==> config.mk <==
export PLATFORM = sky130hd
export DESIGN_NAME = sat_counter
export DESIGN_NICKNAME = d
export VERILOG_FILES = /design/src/rtl/rx_checker_sat_counter.sv
export SDC_FILE = /design/constraint.sdc
export NUM_CORES = 1
export LEC_CHECK = 0
export BUFFER_PORTS_ARGS = -buffer_cell sky130_fd_sc_hd__buf_2
export CORE_AREA = 2 2 39 41
export CTS_BUF_LIST = sky130_fd_sc_hd__clkbuf_8
export DETAILED_ROUTE_END_ITERATION = 6
export DIE_AREA = 0 0 41 43
export PLACE_DENSITY = 0.7
export SLEW_MARGIN = 20
export SYNTH_ARGS = -nofsm -noshare
export SYNTH_HDL_FRONTEND = slang
export SYNTH_SLANG_ARGS = --single-unit
==> constraint.sdc <==
create_clock -name clk -period 1.8 [get_ports clk]
set_clock_uncertainty 0.05 [all_clocks]
set_input_delay 0.09 -clock clk [delete_from_list [all_inputs] [get_ports clk]]
set_output_delay 0.09 -clock clk [all_outputs]
set_load 0.02 [all_outputs]
==> src/rtl/rx_checker_sat_counter.sv <==
// Saturating up-counter with synchronous clear and asynchronous active-high reset.
// Clear wins over increment; the count holds at all-ones.
module sat_counter #(
  parameter int W = 8
) (
  input  logic         clk,
  input  logic         rst,
  input  logic         inc,
  input  logic         clear,
  output logic [W-1:0] cnt
);

  logic [W-1:0] cnt_d, cnt_q;

  always_comb begin
    cnt_d = cnt_q;
    if (clear) begin
      cnt_d = '0;
    end else if (inc && (cnt_q != {W{1'b1}})) begin
      cnt_d = cnt_q + W'(1);
    end
  end

  always_ff @(posedge clk or posedge rst) begin
    if (rst) begin
      cnt_q <= '0;
    end else begin
      cnt_q <= cnt_d;
    end
  end

  assign cnt = cnt_q;

endmodule

==> out/results.tsv <==
metric	value	unit
outcome	finished, final reports clean	
final hold viol count	0	
Starting DRT DRC Count	10	
clock period minus worst slack	1.65	ns
Fin Setup TNS	0	ns
RSZ-0062 raised after global routing	no	
DR DRC count	0	
fillcell total	135	
Mapped Cells	49	
final instance area	616	um2
Synth Area in Adders	0.0248	
routed wire length	980	um
Simple-Gate Fraction of Synth Area	0.238	
Metal-1 WL	484	um
maximum vdd ir drop	0.407	mV
first-pass GRT wire length	1560	um
Max transition margin	0.795	
Setup-failing EPs final	0	
Initial Utilization	0.364	
Congestion Overflow GR	0	
die width	41	um
Detail Placement HPWL	735	um
die height	43	um
max-cap viol count	0	
CP Capture Type	flip-flop	
Final ANT Viol Nets	0	
post-synthesis mux area share	0.139	
dpl cells	74	
Sink Count	8	
Post-Synthesis Cell Area	504	um2
Max Slew Vio Count	0	
yosys warns	0	
period utilisation layout	0.916	
met2 wire length	431	um
vias in the first global route	355	
share of cells above drive strength 1	0.355	
syn_area_per_cell	10.3	um2
Worst Hold Class	input pin to flip-flop	
initial antenna violation count	0	
startpoint types	flip-flop	
core box area	1380	um2
Clk Latency, worst-skew pair	0.22	ns
total track usage	0.134	
die footprint	1760	um2
Diodes inserted	0	
drt via density	5.09	
DR WL/cell	12.6	um
Reg2Reg Setup Slack	0.15	ns
number of flip-flops in the largest register	8	
clk buf depth	2	
Non-Filler Instances	78	
via count	397	
Post-Synth XOR/XNOR Area	0	
Setup Crit Path Kind	flip-flop to flip-flop	
sequential element share of the synthesized area	0.397	
largest family of logic cells by synthesized area	simple AND/OR/NAND/NOR gates	
fmax	606	MHz
CTS buffer count	3	
CTS clock-pin slew for the worst setup and hold paths	0.04	ns
P&R area growth vs syn	22.1	%
site row count	14	
Ports	12	
CTS root buf	clkbuf_8	
Syn Nets	54	
Setup Buffers After CTS	0	
CP arrival	1.71	ns
Synth Area in Compound Gates	0.156	
placed inst area	564	um2
most common cell after layout, fill and taps aside	buf_2	
flops & latches, synth	8	
Leak Pwr	0.314	nW
WL met3	51	um
pin count of the biggest net entering global routing	11	
Least-Margin Pin Slew	0.307	ns
Crit path required time	1.86	ns
commonest non-fill, non-tap cells in the layout	buf_2 (11), dfrtp_1 (8)	
H-tree depth	1	
PwrDens	714	nW/um2
NumNets Final	69	
First-pass DRT Iterations	4	
input/output buffers	11	
Yosys cell types	25	
Final GP Congestion	0.794	
CTS tree	done	
Top Metal Used	met4	
peak fanout along the critical path	5	
[critical path, stage by stage (launching register included)]
cell and delay [ns]:
dfrtp_1 0.40, ha_1 0.26, and3_1 0.25, a211oi_2 0.26
mux2_4 0.32
[logic make-up (layout without fill, tap and decap cells)]
kind of cell / Yosys count / after routing
simple gates: 22 / 22
compound gates: 9 / 9
flops: 8 / 8
mux: 5 / 5
buf+inv: 4 / 17
fa+ha+maj: 1 / 1
[worst paths after layout]
path / end / cells after the start / start
min in group asynchronous: cnt[5]$_DFFE_PP0P_ / 3 / rst
hold reg to reg: cnt[1]$_DFFE_PP0P_ / 2 / cnt[1]$_DFFE_PP0P_
setup / recovery: cnt[5]$_DFFE_PP0P_ / 4 / cnt[0]$_DFFE_PP0P_
hold / removal: cnt[2]$_DFFE_PP0P_ / 2 / clear
max in group asynchronous: cnt[2]$_DFFE_PP0P_ / 3 / rst
setup reg to reg: cnt[5]$_DFFE_PP0P_ / 4 / cnt[0]$_DFFE_PP0P_
[area by class of cell]
type,instances,area [um2],area share
inverters,2,7.51,0.0122
repair buffers,12,65.1,0.106
well taps,16,20.0,0.0325
multi-input cells,37,282,0.457
flip-flops and latches,8,200,0.325
clock buffers,3,41.3,0.0671
[Yosys cell counts (all sizes together)]
cell type | count | area share
o211a | 1 | 0.020
inv | 2 | 0.015
mux2 | 4 | 0.12
nand4b | 1 | 0.017
nor2b | 4 | 0.050
a21boi | 1 | 0.022
ha | 1 | 0.025
buf | 1 | 0.022
dfrtp | 8 | 0.40
nand2b | 1 | 0.012
and2b | 1 | 0.015
a21oi | 4 | 0.055
nand3 | 2 | 0.020
nand4 | 2 | 0.025
and3 | 1 | 0.012
clkbuf | 1 | 0.0074
and4 | 1 | 0.017
nor3 | 1 | 0.0099
nand2 | 4 | 0.030
nor2 | 4 | 0.030
o311a | 1 | 0.020
mux2i | 1 | 0.020
a211oi | 1 | 0.025
o21bai | 1 | 0.015
[power by group]
| group | internal [W] | total (W) | switching, W |
|---|---|---|---|
| registers | 0.000185 | 0.000190 | 0.00000447 |
| clock network | 0.000144 | 0.000210 | 0.0000658 |
| logic | 0.0000168 | 0.0000398 | 0.0000231 |
| total | 0.000346 | 0.000440 | 0.0000933 |
[what timing repair did]
action | CTS | global route
endpoints found under the hold margin | 8 | 0
resized for setup | 0 | 0
hold buffers | 1 | 0
[per-stage QoR]
| stage | hold slack [ns] | power, W | utilization | setup WS, ns |
|---|---|---|---|---|
| global placement | 0.00104 | 0.000231 | 0.408 | 0.181 |
| floorplan | -0.144 | 0.000218 | - | 0.104 |
| CTS | 0.129 | 0.000445 | 0.445 | 0.155 |
| finish | 0.127 | 0.000440 | 0.445 | 0.150 |
| detailed placement | 0.00919 | 0.000231 | 0.408 | 0.158 |
| global route | 0.152 | 0.000464 | 0.445 | 0.0760 |
[per-layer routing]
layer / global-route usage / up-vias
met5: 0 / -
met3: 0.0628 / 2
met2: 0.194 / 10
met4: 0.0400 / 0
li1: - / 204
met1: 0.173 / 181
Note: power is estimated with default switching activity, not from simulation.
